==> config.mk <==
export PLATFORM = sky130hd
export DESIGN_NAME = huc_ram_arb
export DESIGN_NICKNAME = d
export VERILOG_FILES = /design/src/rtl/huc_ram_arb_pkg.sv /design/src/rtl/huc_ram_arb.sv
export SDC_FILE = /design/constraint.sdc
export NUM_CORES = 1
export LEC_CHECK = 0
export CORE_AREA = 5 5 90 92
export DETAILED_ROUTE_END_ITERATION = 10
export DIE_AREA = 0 0 95 97
export DONT_BUFFER_PORTS = 1
export GPL_TIMING_DRIVEN = 0
export SLEW_MARGIN = 40
export SYNTH_ARGS = -nofsm -noshare
export SYNTH_HDL_FRONTEND = slang
export SYNTH_SLANG_ARGS = --single-unit
==> constraint.sdc <==
create_clock -name clk -period 2.7 [get_ports clk]
set_clock_uncertainty 0.2 [all_clocks]
set_input_delay 0.675 -clock clk [delete_from_list [all_inputs] [get_ports clk]]
set_output_delay 0.675 -clock clk [all_outputs]
set_load 0.005 [all_outputs]
==> src/rtl/huc_ram_arb_pkg.sv <==
`default_nettype none
// ============================================================================
//  Module   : huc_ram_arb_pkg
//  Brief    : Shared HuCard save-RAM types: arbiter states, slot record, defaults
//  Revision : 1.0  initial release
// ============================================================================
package huc_ram_arb_pkg;

    localparam int HUC_RAM_LAT = 2;
    localparam int HUC_RAM_AW  = 15;
    localparam int HUC_RAM_DW  = 8;

    typedef enum logic [1:0] {
        IDLE     = 2'd0,
        CPU_ACC  = 2'd1,
        CPU_HOLD = 2'd2,
        HOST_ACC = 2'd3
    } ArbState;

    typedef struct packed {
        logic [HUC_RAM_AW-1:0] addr;
        logic [HUC_RAM_DW-1:0] dati;
        logic                  we;
    } RamSlot;

endpackage
`default_nettype wire

==> src/rtl/huc_ram_arb.sv <==
`default_nettype none
// ============================================================================
//  Module   : huc_ram_arb
//  Brief    : CPU-priority arbiter/sequencer sharing the save-RAM with host DMA
//  Revision : 1.0  initial release
// ============================================================================
module huc_ram_arb
    import huc_ram_arb_pkg::*;
#(
    parameter int AW      = HUC_RAM_AW,
    parameter int DW      = HUC_RAM_DW,
    parameter int MEM_LAT = HUC_RAM_LAT
) (
    input  logic          clk,
    input  logic          rst,
    input  logic          cpu_ce,
    input  logic          cpu_oe,
    input  logic          cpu_we,
    input  logic [AW-1:0] cpu_addr,
    input  logic [DW-1:0] cpu_dati,
    output logic [DW-1:0] cpu_dato,
    input  logic          wp,
    input  logic          host_req,
    input  logic          host_we,
    input  logic [AW-1:0] host_addr,
    input  logic [DW-1:0] host_dati,
    output logic          host_ack,
    output logic [DW-1:0] host_dato,
    output logic          dirty,
    input  logic          dirty_clr,
    output logic [AW-1:0] mem_addr,
    output logic [DW-1:0] mem_dati,
    output logic          mem_oe,
    output logic          mem_we,
    input  logic [DW-1:0] mem_dato
);

    localparam int          CW     = $clog2(MEM_LAT + 1);
    localparam logic [CW-1:0] c_last = CW'(MEM_LAT);

    ArbState          r_state;
    ArbState          w_state_nxt;
    logic [CW-1:0]    r_cnt;
    logic             r_ce_d;
    logic             r_cpu_pend;
    logic             r_dirty;
    logic             r_host_ack;
    logic [DW-1:0]    r_cpu_dato;
    logic [DW-1:0]    r_host_dato;
    RamSlot           r_cpu_slot;
    RamSlot           r_act;
    RamSlot           w_cpu_in;
    RamSlot           w_host_in;
    logic             w_cpu_go;
    logic             w_in_acc;
    logic             w_last;
    logic             w_cpu_commit;
    logic             w_enter_cpu;
    logic             w_enter_host;
    logic             w_unused;

    // Access type comes from cpu_we alone; cpu_oe carries no extra information.
    assign w_unused     = cpu_oe;

    assign w_cpu_go     = cpu_ce & ~r_ce_d;
    assign w_cpu_in     = '{addr: cpu_addr, dati: cpu_dati, we: cpu_we};
    assign w_host_in    = '{addr: host_addr, dati: host_dati, we: host_we};
    assign w_in_acc     = (r_state == CPU_ACC) || (r_state == HOST_ACC);
    assign w_last       = w_in_acc && (r_cnt == c_last);
    assign w_cpu_commit = (r_state == CPU_ACC) && w_last && r_act.we && !wp;
    assign w_enter_cpu  = (r_state != CPU_ACC) && (w_state_nxt == CPU_ACC);
    assign w_enter_host = (r_state == IDLE) && (w_state_nxt == HOST_ACC);

    always_comb begin
        w_state_nxt = r_state;
        case (r_state)
            IDLE: begin
                if (w_cpu_go || r_cpu_pend)
                    w_state_nxt = CPU_ACC;
                else if (host_req)
                    w_state_nxt = HOST_ACC;
            end
            CPU_ACC: begin
                if (w_last)
                    w_state_nxt = cpu_ce ? CPU_HOLD : IDLE;
            end
            CPU_HOLD: begin
                if (!cpu_ce)
                    w_state_nxt = IDLE;
            end
            HOST_ACC: begin
                if (w_last)
                    w_state_nxt = (r_cpu_pend || w_cpu_go) ? CPU_ACC : IDLE;
            end
            default: w_state_nxt = IDLE;
        endcase
    end

    // Strobes are decoded from registered state so reset removes them without a clock.
    assign mem_oe    = w_in_acc && !r_act.we;
    assign mem_we    = w_last && r_act.we && ((r_state == HOST_ACC) || !wp);
    assign mem_addr  = r_act.addr;
    assign mem_dati  = r_act.dati;
    assign cpu_dato  = r_cpu_dato;
    assign host_dato = r_host_dato;
    assign host_ack  = r_host_ack;
    assign dirty     = r_dirty;

    always_ff @(posedge clk or posedge rst) begin
        if (rst) begin
            r_state     <= IDLE;
            r_cnt       <= '0;
            r_ce_d      <= 1'b0;
            r_cpu_pend  <= 1'b0;
            r_dirty     <= 1'b0;
            r_host_ack  <= 1'b0;
            r_cpu_dato  <= {DW{1'b1}};
            r_host_dato <= '0;
            r_cpu_slot  <= '0;
            r_act       <= '0;
        end else begin
            r_state    <= w_state_nxt;
            r_ce_d     <= cpu_ce;
            r_cnt      <= (w_in_acc && !w_last) ? r_cnt + 1'b1 : '0;
            r_host_ack <= (r_state == HOST_ACC) && w_last;
            r_dirty    <= w_cpu_commit || (r_dirty && !dirty_clr);

            if (w_cpu_go)
                r_cpu_slot <= w_cpu_in;

            if (w_enter_cpu)
                r_cpu_pend <= 1'b0;
            else if (w_cpu_go && (r_state != IDLE))
                r_cpu_pend <= 1'b1;

            // A fresh start edge carries newer fields than the pending slot.
            if (w_enter_cpu)
                r_act <= w_cpu_go ? w_cpu_in : r_cpu_slot;
            else if (w_enter_host)
                r_act <= w_host_in;

            if (w_last && !r_act.we) begin
                if (r_state == CPU_ACC)
                    r_cpu_dato <= mem_dato;
                else
                    r_host_dato <= mem_dato;
            end
        end
    end

endmodule
`default_nettype wire

## Word-level counts from Yosys, hierarchy flattened

Cells that the tools add are included.
Widths: inputs -> output; s select.

- Flip-flop bits (word level): 72
- Output and inout bits: 43
- Input bits: 63
- Word-level logic and storage cells: 67

- Muxes and demuxes: 14
- Equal/unequal tests: 7
- Reduce and logical (&&, ||, !) cells: 28
- Bitwise operators: 3
- Add/sub/neg operators: 1

Operators by type and width:

| cell | count |
|---|---|
| $mux 24 | 3 |
| $logic_and 1x1->1 | 14 |
| $mux 2 | 7 |
| $eq 2x2->1 const B | 4 |
| $pmux 2 s4 | 1 |
| $reduce_bool 2->1 | 3 |
| $eq 2x1->1 const B | 2 |
| $logic_not 1->1 | 4 |
| $logic_or 1x1->1 | 4 |
| $reduce_and 2->1 | 2 |
| $mux 1 | 3 |
| $add 2x1->2 const B | 1 |
| $logic_not 2->1 | 1 |
| $ne 2x1->1 const B | 1 |
| $not 1->1 | 2 |
| $and 1x1->1 | 1 |

## Depth between registers and ports, before layout

Gate-level depths: netlist (run 1).

- Depth in word-level cells: 10
- Depth in mapped cells: 7
- Gate-level depth less buffers: 6

## Worst setup path after synthesis (run 1)

OpenSTA, ideal clock, no wires.

- Path type: input to register
- From: input port cpu_ce
- To: register r_act, in the netlist mem_addr[10]
- Cell stages on the path: 7
- Slack: 0.417 ns
- Path buffers: 3
- Arrival time: 1.958 ns
- Data required time: 2.375 ns
- Cell sequence: nor2b_4 > buf_6 > o31a_1 > buf_6 > buf_12 > mux2_4 > mux2_4

- Word-level cells in the longest chain between the ends: 8

RTL lines:

| item | RTL line | source |
|---|---|---|
| from (decl) | huc_ram_arb.sv:16 | `input logic cpu_ce,` |
| $and 1x1->1 | huc_ram_arb.sv:65 | `assign w_cpu_go = cpu_ce & ~r_ce_d;` |
| $logic_or 1x1->1 | huc_ram_arb.sv:78, huc_ram_arb.sv:93 |  |
| $mux 1 | huc_ram_arb.sv:93 | `w_state_nxt = (r_cpu_pend \|\| w_cpu_go) ? CPU_ACC : IDLE;` |
| $mux 2 | huc_ram_arb.sv:92 | `if (w_last)` |
| $pmux 2 s4 | huc_ram_arb.sv:76 | `case (r_state)` |
| $eq 2x1->1 / $eq 2x2->1 (equally long branches) | huc_ram_arb.sv:71, huc_ram_arb.sv:72 |  |
| $logic_and 1x1->1, on equally long branches | huc_ram_arb.sv:71, huc_ram_arb.sv:72 |  |
| $mux 24 / $reduce_bool 2->1 (equally long branches) | - |  |
| to (signal assigned) | huc_ram_arb.sv:138 | `r_act <= w_cpu_go ? w_cpu_in : r_cpu_slot;` |
| to (signal assigned) | huc_ram_arb.sv:140 | `r_act <= w_host_in;` |
| to (decl) | huc_ram_arb.sv:51 | `RamSlot r_act;` |

Several ways; a longest one is shown, not always the timed one.
A chain may end at the register's enable or synchronous reset.

## Worst setup path in the final report (run 1)

- From: register r_cnt[0]
- To: register r_act, in the netlist mem_addr[12]

- Word-level cells in the longest chain between the ends: 7

RTL lines:

| item | RTL line | source |
|---|---|---|
| from (decl) | huc_ram_arb.sv:43 | `logic [CW-1:0] r_cnt;` |
| from (signal assigned) | huc_ram_arb.sv:124 | `r_cnt <= (w_in_acc && !w_last) ? r_cnt + 1'b1 : '0;` |
| $eq 2x2->1 (*) | huc_ram_arb.sv:69 | `assign w_last = w_in_acc && (r_cnt == c_last);` |
| $logic_and 1x1->1 (*) | huc_ram_arb.sv:69 |  |
| $mux 2, on equally long branches | huc_ram_arb.sv:92, huc_ram_arb.sv:84 |  |
| $pmux 2 s4 (*) | huc_ram_arb.sv:76 |  |
| $eq 2x1->1 / $eq 2x2->1 (equally long branches) | huc_ram_arb.sv:71, huc_ram_arb.sv:72 |  |
| $logic_and 1x1->1, on equally long branches | huc_ram_arb.sv:71, huc_ram_arb.sv:72 |  |
| $mux 24 / $reduce_bool 2->1 (equally long branches) | - |  |

Mark *: on every way between the ends. The rest lies on a longest branch, timed or not.

==> flow_metrics.tcl, run 1 <==
set metrics [dict create \
    power.share.switching_pct 27.7 \
    grt_usage_pct 14.3 \
    syn_nets 285 \
    r2r-start "r_cnt[0]" \
    die_w_um 95 \
    place.gp.congestion 0.739 \
    rr_endpoint "mem_addr[12]" \
    rsz0062_at_grt "false" \
    outcome "completed" \
    ios 106 \
    netlist.area_leader.share_pct 47.1 \
    ir_worst_vdd_mv 0.454 \
    post-dp-hpwl_um 4460 \
    place_ws_ns 0.329 \
    finalWorstSetupSlack_ns 0.438 \
    cts_sinks 72 \
    antenna_found_initial 0 \
    min_period_ns 2.26 \
    min_path_cells 0 \
    netlist_top_cells_area "dfrtp_1 47%, mux2_4 17%, mux2_2 17%, dfstp_2 6.2%, buf_4 5.1%" \
    ys_async_sr_fraction_pct 100 \
    portBuffers 0 \
    clkTransAtPathRegs_ns 0.08 \
    grt_overflow 0 \
    p_leak_nw 1.72 \
    path_cells "inv_1 > ha_1 > and3_1 > or2_2 > o21ai_2 > buf_6 > mux2_2" \
    synth.largest_area_cell "dfrtp_1" \
    max_slew.worst_pin.slew_ns 0.431 \
    numCtsBuffers 9 \
    cts_tree "built" \
    start_kind "register" \
    vias 1672 \
    syn_area_per_cell_um2 15.4 \
    end_kind "register" \
    grt_pass1_vias 1922 \
    p_int_mw 3.24 \
    totalPowerFinal_mw 4.47 \
    grt_pass1_wl_um 10100 \
    avgViaCountPerCell 4.95 \
    initial_core_util_pct 47.6 \
    synthFlopType "dfrtp_1" \
    cts_root_buffer "clkbuf_8" \
    min-delay-start "cpu_ce" \
    first_pass_iters 4 \
    min_path_type "in2reg" \
    wl_per_cell_um 18.6 \
    crit_required_ns 2.72 \
    switchingPower_mw 1.24 \
    h-tree-depth 3 \
    setup_viol 0 \
    cts_max_path_buffers 2 \
    timing.setup.tns_ns 0 \
    final_util_pct 53.0 \
    slew_viol_final 0 \
    die-height_um 97 \
    slew_headroom_pct 71.2 \
    finalHoldViolations 0 \
    syn2layout_area_growth_pct 11.4 \
    crit_path_top_delay_cell "dfrtp_1" \
    critPathMaxFanout 10 \
    comb_power_share_pct 39.7 \
    drt_wl_total_um 6280 \
    holdPathEnd "r_ce_d" \
    post_cts_buffers 0 \
    r2r_slack_ns 0.44 \
    fillers 635 \
    ys_warn_count 0 \
    path_buf_inv 2 \
    fin_nets 298 \
    diodes 0 \
    ys_ff_latch 72 \
    synth_edf_count 0 \
    worstSetupPathType "reg2reg" \
    grt_max_degree 52 \
    cap_violations 0 \
    synth_cells 221 \
    syn-cell-area_um2 3400 \
    fp.dieArea_um2 9220 \
    cp_top_family "simple AND/OR/NAND/NOR gates" \
    drc_errors 0 \
    coreArea_um2 7140 \
    drtAntennaViolNets 0 \
    num_rows 31 \
    fin_crit_sh_pct 83.8 \
    rr_worst_depth 7 \
    sequentialPowerShare_pct 39.4 \
    cp_slowest_stage_delay_ns 0.36 \
    synthDistinctLibCells 28 \
    drt_iter0_markers 17 \
    drive_above_1_share_pct 62.3 \
    p_per_area_nw_per_um2 1180 \
    pwr-share-clk_pct 20.9 \
    cp.arrival_ns 2.28 \
    seq_area_frac_synth_pct 53.3 \
    clock.fmax_mhz 442 \
    clock_latency_ns 0.33 \
]
cells in the mapped netlist, drive strengths merged, types with 2 or more instances:
| master | n |
|---|---|
| inv | 4 |
| dfrtp | 64 |
| dfstp | 8 |
| nand3 | 2 |
| o21ai | 2 |
| mux2 | 88 |
| and3 | 2 |
| buf | 32 |
| nor2b | 2 |
| nor2 | 5 |
placed cells by master, fill, tap and decap left out, types with 2 or more instances in the layout:
cell / instances
mux2_2: 50
buf_12: 2
nor2_1: 5
dfrtp_1: 64
buf_2: 3
inv_1: 3
nand3_1: 2
bufinv_16: 2
buf_6: 4
dfstp_2: 8
buf_4: 23
clkbuf_8: 9
clkinvlp_4: 3
and3_1: 2
mux2_4: 38
worst register-to-register path: stages, from the launching register on:
cell	delay, ns
dfrtp_1	0.36
inv_1	0.05
ha_1	0.26
and3_1	0.21
or2_2	0.29
o21ai_2	0.18
buf_6	0.25
mux2_2	0.34
routing by layer:
metal	track usage, %	up-vias	wire length (µm)	part of all wire, %
met4	5.66	0	85	1.4
met1	18.4	831	2690	43
met3	4.73	9	518	8.2
met5	0	-	0	0
met2	22.2	62	2990	48
li1	-	770	-	-
worst max-delay path by stage:
stage / start / end / slack [ns] / cells after the start
final: r_cnt[0] / mem_addr[12] / 0.44 / 7
after floorplan: rst / dirty / 0.01 / 1
after global routing: r_cnt[0] / mem_addr[12] / 0.30 / 7
after detailed placement: cpu_ce / mem_addr[8] / 0.33 / 7
after CTS: r_cnt[0] / mem_addr[12] / 0.42 / 7
after global placement: rst / mem_dati[5] / -0.86 / 1
sequential cells by signal (all words and copies together), names as in the netlist:
| name | flops |
|---|---|
| r_cnt | 2 |
| mem_dati | 8 |
| host_dato | 8 |
| r_ce_d | 1 |
| cpu_dato | 8 |
| dirty | 1 |
| r_cpu_slot | 24 |
| host_ack | 1 |
| r_act | 1 |
| r_cpu_pend | 1 |
| r_state | 2 |
| mem_addr | 15 |
power groups by stage:
stage          registers, mW  clock network [mW]  logic, mW
2_1_floorplan           1.72                   0       1.59
3_3_place_gp            1.78                   0       1.77
3_5_place_dp            1.79                   0       1.80
4_1_cts                 1.77               0.960       1.81
5_1_grt                 1.82                1.02       1.92
6_report                1.76               0.936       1.78
cell families after synthesis:
| logic type | synth area share [%] |
|---|---|
| AO/OA/AOI/OAI | 1.73 |
| adder cells (fa/ha/maj) | 0.368 |
| buffers and inverters | 8.58 |
| flip-flops | 53.3 |
| multiplexers | 33.4 |
| AND/OR/NAND/NOR | 2.65 |
layout make-up:
type,instances,area (µm²),area share [%]
well taps,99,124,3.27
flip-flops and latches,72,1810,47.9
repair buffers,2,37.5,0.992
plain buffers,33,277,7.31
multi-input cells,112,1290,34.2
clock buffers,9,124,3.27
clock inverters,7,96.3,2.55
inverters,4,20.0,0.529
metrics by stage:
stage	hold slack, ns	std cells	cell area, µm²
detailed placement	0.236	321	3550
global placement	0.213	320	3520
finish	0.161	338	3780
global route	0.136	338	3780
CTS	0.147	338	3780
floorplan	0.203	221	3400
what timing repair did:
item,CTS,global route
hold buffers,1,0
resized for setup,0,0
endpoints found under the hold margin,13,0
Note: power is estimated with default switching activity, not from simulation.
==> inputs of run 2 (changes only) <==
==> constraint.sdc (replaced) <==
create_clock -name clk -period 1.9 [get_ports clk]
set_clock_uncertainty 0.2 [all_clocks]
set_input_delay 0.475 -clock clk [delete_from_list [all_inputs] [get_ports clk]]
set_output_delay 0.475 -clock clk [all_outputs]
set_load 0.005 [all_outputs]
==> flow_metrics.tcl, run 2 (synthesis gave the netlist of run 1 again) <==
set metrics [dict create \
    min_path_type "in2reg" \
    crit_path_top_delay_cell "dfrtp_1" \
    h-tree-depth 3 \
    ios 106 \
    max_slew.worst_pin.slew_ns 0.495 \
    finalHoldViolations 0 \
    rsz0062_at_grt "true" \
    post-route-cell-area_um2 4000 \
    drt_wl_total_um 6560 \
    slew_headroom_pct 66.9 \
    numCtsBuffers 9 \
    fin_nets 316 \
    avgViaCountPerCell 4.95 \
    setup_viol 25 \
    grt_overflow 0 \
    first_pass_iters 4 \
    cts_max_path_buffers 2 \
    cts_sinks 72 \
    num_rows 31 \
    finalWorstSetupSlack_ns -0.0479 \
    p_per_area_nw_per_um2 1660 \
    outcome "finished with violations" \
    fillers 608 \
    vias 1761 \
    post-dp-hpwl_um 4630 \
    min_period_ns 1.95 \
    drc_errors 0 \
    timing.setup.tns_ns -0.724 \
    grt_max_degree 25 \
    dpl-instance-area_um2 3590 \
    initial_core_util_pct 47.6 \
    crit_required_ns 1.92 \
    antenna_found_initial 0 \
    layout_common_cells "62 x dfrtp_1, 49 x mux2_2, 39 x mux2_4, 36 x buf_4, 9 x clkbuf_8" \
    grt_usage_pct 15.1 \
    start_kind "register" \
    grt_pass1_wl_um 10500 \
    fin_crit_sh_pct 103 \
    drt_iter0_markers 28 \
    die_w_um 95 \
    grt_pass1_vias 1951 \
    totalPowerFinal_mw 6.63 \
    violations "negative setup slack" \
    p_leak_nw 1.82 \
    syn2layout_area_growth_pct 17.6 \
    multi_input_area_um2 1340 \
    diodes 0 \
    end_kind "register" \
    cp_slowest_stage_delay_ns 0.40 \
    ir_worst_vdd_mv 0.655 \
    cap_violations 0 \
    clkTransAtPathRegs_ns 0.08 \
    critPathMaxFanout 8 \
    layout_commonest_cell "dfrtp_1" \
    path_cells "ha_4 > and3_4 > or2_4 > o21ai_4 > buf_6 > mux2_4" \
    regMostFlops "r_cpu_slot" \
    worstSetupPathType "reg2reg" \
    wl_per_cell_um 18.4 \
    clock.fmax_mhz 513 \
    largest_reg_flops 24 \
    cts_root_buffer "clkbuf_8" \
    clock_latency_ns 0.34 \
    cp.arrival_ns 1.97 \
    drtAntennaViolNets 0 \
    drive_above_1_share_pct 66.5 \
    portBuffers 0 \
    slew_viol_final 0 \
    fp.dieArea_um2 9220 \
    die-height_um 97 \
    cts_tree "built" \
    coreArea_um2 7140 \
    place.gp.congestion 0.754 \
    register_area_um2 1810 \
]
==> run 2: routing by layer <==
metal | GRT usage, % | part of all wire [%] | wire length [µm]
met2 | 22.8 | 48 | 3170
met1 | 18.9 | 42 | 2740
met4 | 6.33 | 1.3 | 82
met3 | 6.28 | 8.6 | 565
met5 | 0 | 0 | 0
==> run 2: timing repair <==
item | in CTS | in global routing
pin swaps | 3 | 2
cloned | 2 | 0
resized for setup | 14 | 2
hold buffers | 2 | 0
setup endpoints to repair | 42 | 33
buffers inserted | 12 | 2
endpoints found under the hold margin | 12 | 0
==> run 2: power by group <==
part           switching, mW  internal, mW
combinational          0.912          1.91
clock                  0.550         0.737
sequential             0.345          2.18
==> run 2: final cells by class <==
class	count	share of cell area [%]
clock buffer	12	3.38
buffer	32	6.92
timing repair buffer	21	5.57
clock inverter	4	1.75
sequential	72	45.4
tap	99	3.10
inverter	4	0.470
multi-input combinational	112	33.4
==> run 2: worst paths after layout <==
check / depth (start not counted) / from / to / slack, ns
setup reg to reg: 6 / r_cnt[1] / mem_dati[3] / -0.05
setup / recovery: 6 / r_cnt[1] / mem_dati[3] / -0.05
max in group asynchronous: 4 / rst / r_cpu_slot[7] / 0.45
hold / removal: 1 / dirty_clr / dirty / 0.04
hold reg to reg: 1 / r_cnt[0] / r_cnt[0] / 0.25
min in group asynchronous: 2 / rst / host_dato[5] / 0.44
==> run 2: worst max-delay path, delay by kind of cell, from the launching register on <==
kind | cells | cell delay [ns]
AND/OR/NAND/NOR | 2 | 0.38
buffers and inverters | 1 | 0.20
AO/OA/AOI/OAI | 1 | 0.15
multiplexers | 1 | 0.30
flip-flops | 1 | 0.40
adder cells (fa/ha/maj) | 1 | 0.18
==> run 2: metrics by stage <==
step | hold slack [ns] | setup slack, ns | utilization [%] | cells
after CTS | 0.0265 | -0.0779 | 55.7 | 354
after global routing | 0.0179 | -0.127 | 56.0 | 356
final | 0.0365 | -0.0479 | 56.0 | 356
after floorplan | 0.203 | -0.183 | - | 221
after global placement | 0.213 | -0.334 | 49.4 | 320
after detailed placement | 0.201 | -0.347 | 50.3 | 323
==> inputs of run 3 (changes only) <==
--- a/config.mk
+++ b/config.mk
@@ -6,6 +6,7 @@
 export NUM_CORES = 1
 export LEC_CHECK = 0
 export CORE_AREA = 5 5 90 92
+export CTS_BUF_LIST = sky130_fd_sc_hd__clkbuf_16
 export DETAILED_ROUTE_END_ITERATION = 10
 export DIE_AREA = 0 0 95 97
 export DONT_BUFFER_PORTS = 1
==> flow_metrics.tcl, run 3 (synthesis gave the netlist of run 1 again) <==
set metrics [dict create \
    layout_commonest_cell "dfrtp_1" \
    largest_reg_flops 24 \
    gr-usage-met3_pct 5.59 \
    layout_common_cells "62 x dfrtp_1, 49 x mux2_2, 39 x mux2_4, 35 x buf_4, 9 x clkbuf_16" \
    rsz0062_at_grt "true" \
    p_leak_nw 1.88 \
    antenna_found_initial 0 \
    worstSetupPathType "reg2reg" \
    grt_overflow 0 \
    path_buf_inv 1 \
    fillers 601 \
    crit_path_top_delay_cell "dfrtp_1" \
    syn2layout_area_growth_pct 20.5 \
    grt_max_degree 25 \
    grt_pass1_wl_um 10400 \
    max_slew.worst_pin.slew_ns 0.496 \
    slew_viol_final 0 \
    use_met1_pct 19.1 \
    cts_root_buffer "clkbuf_16" \
    totalPowerFinal_mw 7.08 \
    slew_headroom_pct 66.9 \
    r2r_slack_ns -0.07 \
    drt_iter0_markers 43 \
    busiest_layer "met2" \
    cts_tree "built" \
    portBuffers 0 \
    clock.fmax_mhz 507 \
    place.gp.congestion 0.754 \
    cp_top_family "simple AND/OR/NAND/NOR gates" \
    post-dp-hpwl_um 4630 \
    fin_crit_sh_pct 104 \
    cp.arrival_ns 1.98 \
    avgViaCountPerCell 5.03 \
    ir_worst_vdd_mv 0.661 \
    end_kind "register" \
    crit_required_ns 1.91 \
    die_w_um 95 \
    cts_max_path_buffers 2 \
    grt_usage_pct 15.0 \
    regMostFlops "r_cpu_slot" \
    hold_ws_ns 0.0595 \
    min_period_ns 1.97 \
    met2_usage_pct 22.5 \
    first_pass_iters 4 \
    diodes 0 \
    numCtsBuffers 9 \
    cap_violations 0 \
    fin_nets 315 \
    violations "negative setup slack" \
    grt_pass1_vias 1929 \
    clock_latency_ns 0.32 \
    min_path_type "in2reg" \
    clkTransAtPathRegs_ns 0.06 \
    h-tree-depth 3 \
    vias 1785 \
    wl_per_cell_um 18.5 \
    ios 106 \
    die-height_um 97 \
    cp_slowest_stage_delay_ns 0.40 \
    start_kind "register" \
    initial_core_util_pct 47.6 \
    cts_sinks 72 \
    finalHoldViolations 0 \
    outcome "finished with violations" \
    drt_wl_total_um 6570 \
    drive_above_1_share_pct 67.2 \
    fp.dieArea_um2 9220 \
    p_per_area_nw_per_um2 1730 \
    path_cells "ha_4 > and3_4 > or2_4 > o21ai_4 > buf_6 > mux2_4" \
    setup_viol 24 \
    drtAntennaViolNets 0 \
    place_ws_ns -0.347 \
    coreArea_um2 7140 \
    drc_errors 0 \
    finalWorstSetupSlack_ns -0.0732 \
    num_rows 31 \
    critPathMaxFanout 8 \
]
## run 3: worst paths after layout
| path | startpoint | end | cells past startpoint |
|---|---|---|---|
| min in group asynchronous | rst | host_dato[5] | 2 |
| min | dirty_clr | dirty | 1 |
| max | r_cnt[1] | mem_addr[1] | 6 |
| min reg2reg | r_cnt[0] | r_cnt[0] | 1 |
| max in group asynchronous | rst | mem_dati[0] | 4 |
| max reg2reg | r_cnt[1] | mem_addr[1] | 6 |
## run 3: where the power goes
group	internal, mW	switching [mW]	total (mW)	leakage [nW]
clock	1.13	0.606	1.74	0.163
combinational	1.90	0.891	2.79	0.877
sequential	2.18	0.373	2.56	0.838
total	5.21	1.87	7.08	1.88
## run 3: worst reg2reg max path: stages, from the launching register on
cell and delay, ns:
dfrtp_1 0.40, ha_4 0.18, and3_4 0.17, or2_4 0.24, o21ai_4 0.15, buf_6 0.20
mux2_4 0.31
## run 3: final cells by class
cell class              instances  area, µm²  share of cell area [%]
repair buffers                 20        215                    5.26
inverters                       4       18.8                   0.458
clock inverters                 7       81.3                    1.99
clock buffers                   9        225                    5.50
well taps                      99        124                    3.02
plain buffers                  32        277                    6.75
multi-input cells             112       1340                    32.7
flip-flops and latches         72       1810                    44.3
## run 3: what timing repair did
action	in CTS	in global routing
setup buffers	9	4
endpoints found under the hold margin	12	0
pin swaps	2	1
gates resized for setup	15	3
hold buffers	2	0
gates cloned	2	0
setup endpoints to repair	42	27
## run 3: per-stage QoR
stage | setup TNS (ns) | std cells | util [%] | area, µm²
floorplan | -3.69 | 221 | - | 3400
global placement | -7.83 | 320 | 49.4 | 3530
detailed placement | -8.48 | 323 | 50.3 | 3590
CTS | -1.72 | 351 | 56.9 | 4060
global route | -2.88 | 355 | 57.4 | 4100
finish | -1.45 | 355 | 57.4 | 4100
## run 3: routing by layer
| layer | up-vias | wire length [µm] |
|---|---|---|
| met2 | 60 | 3170 |
| met3 | 12 | 555 |
| met1 | 909 | 2720 |
| met5 | - | 0 |
| li1 | 804 | - |
| met4 | 0 | 128 |
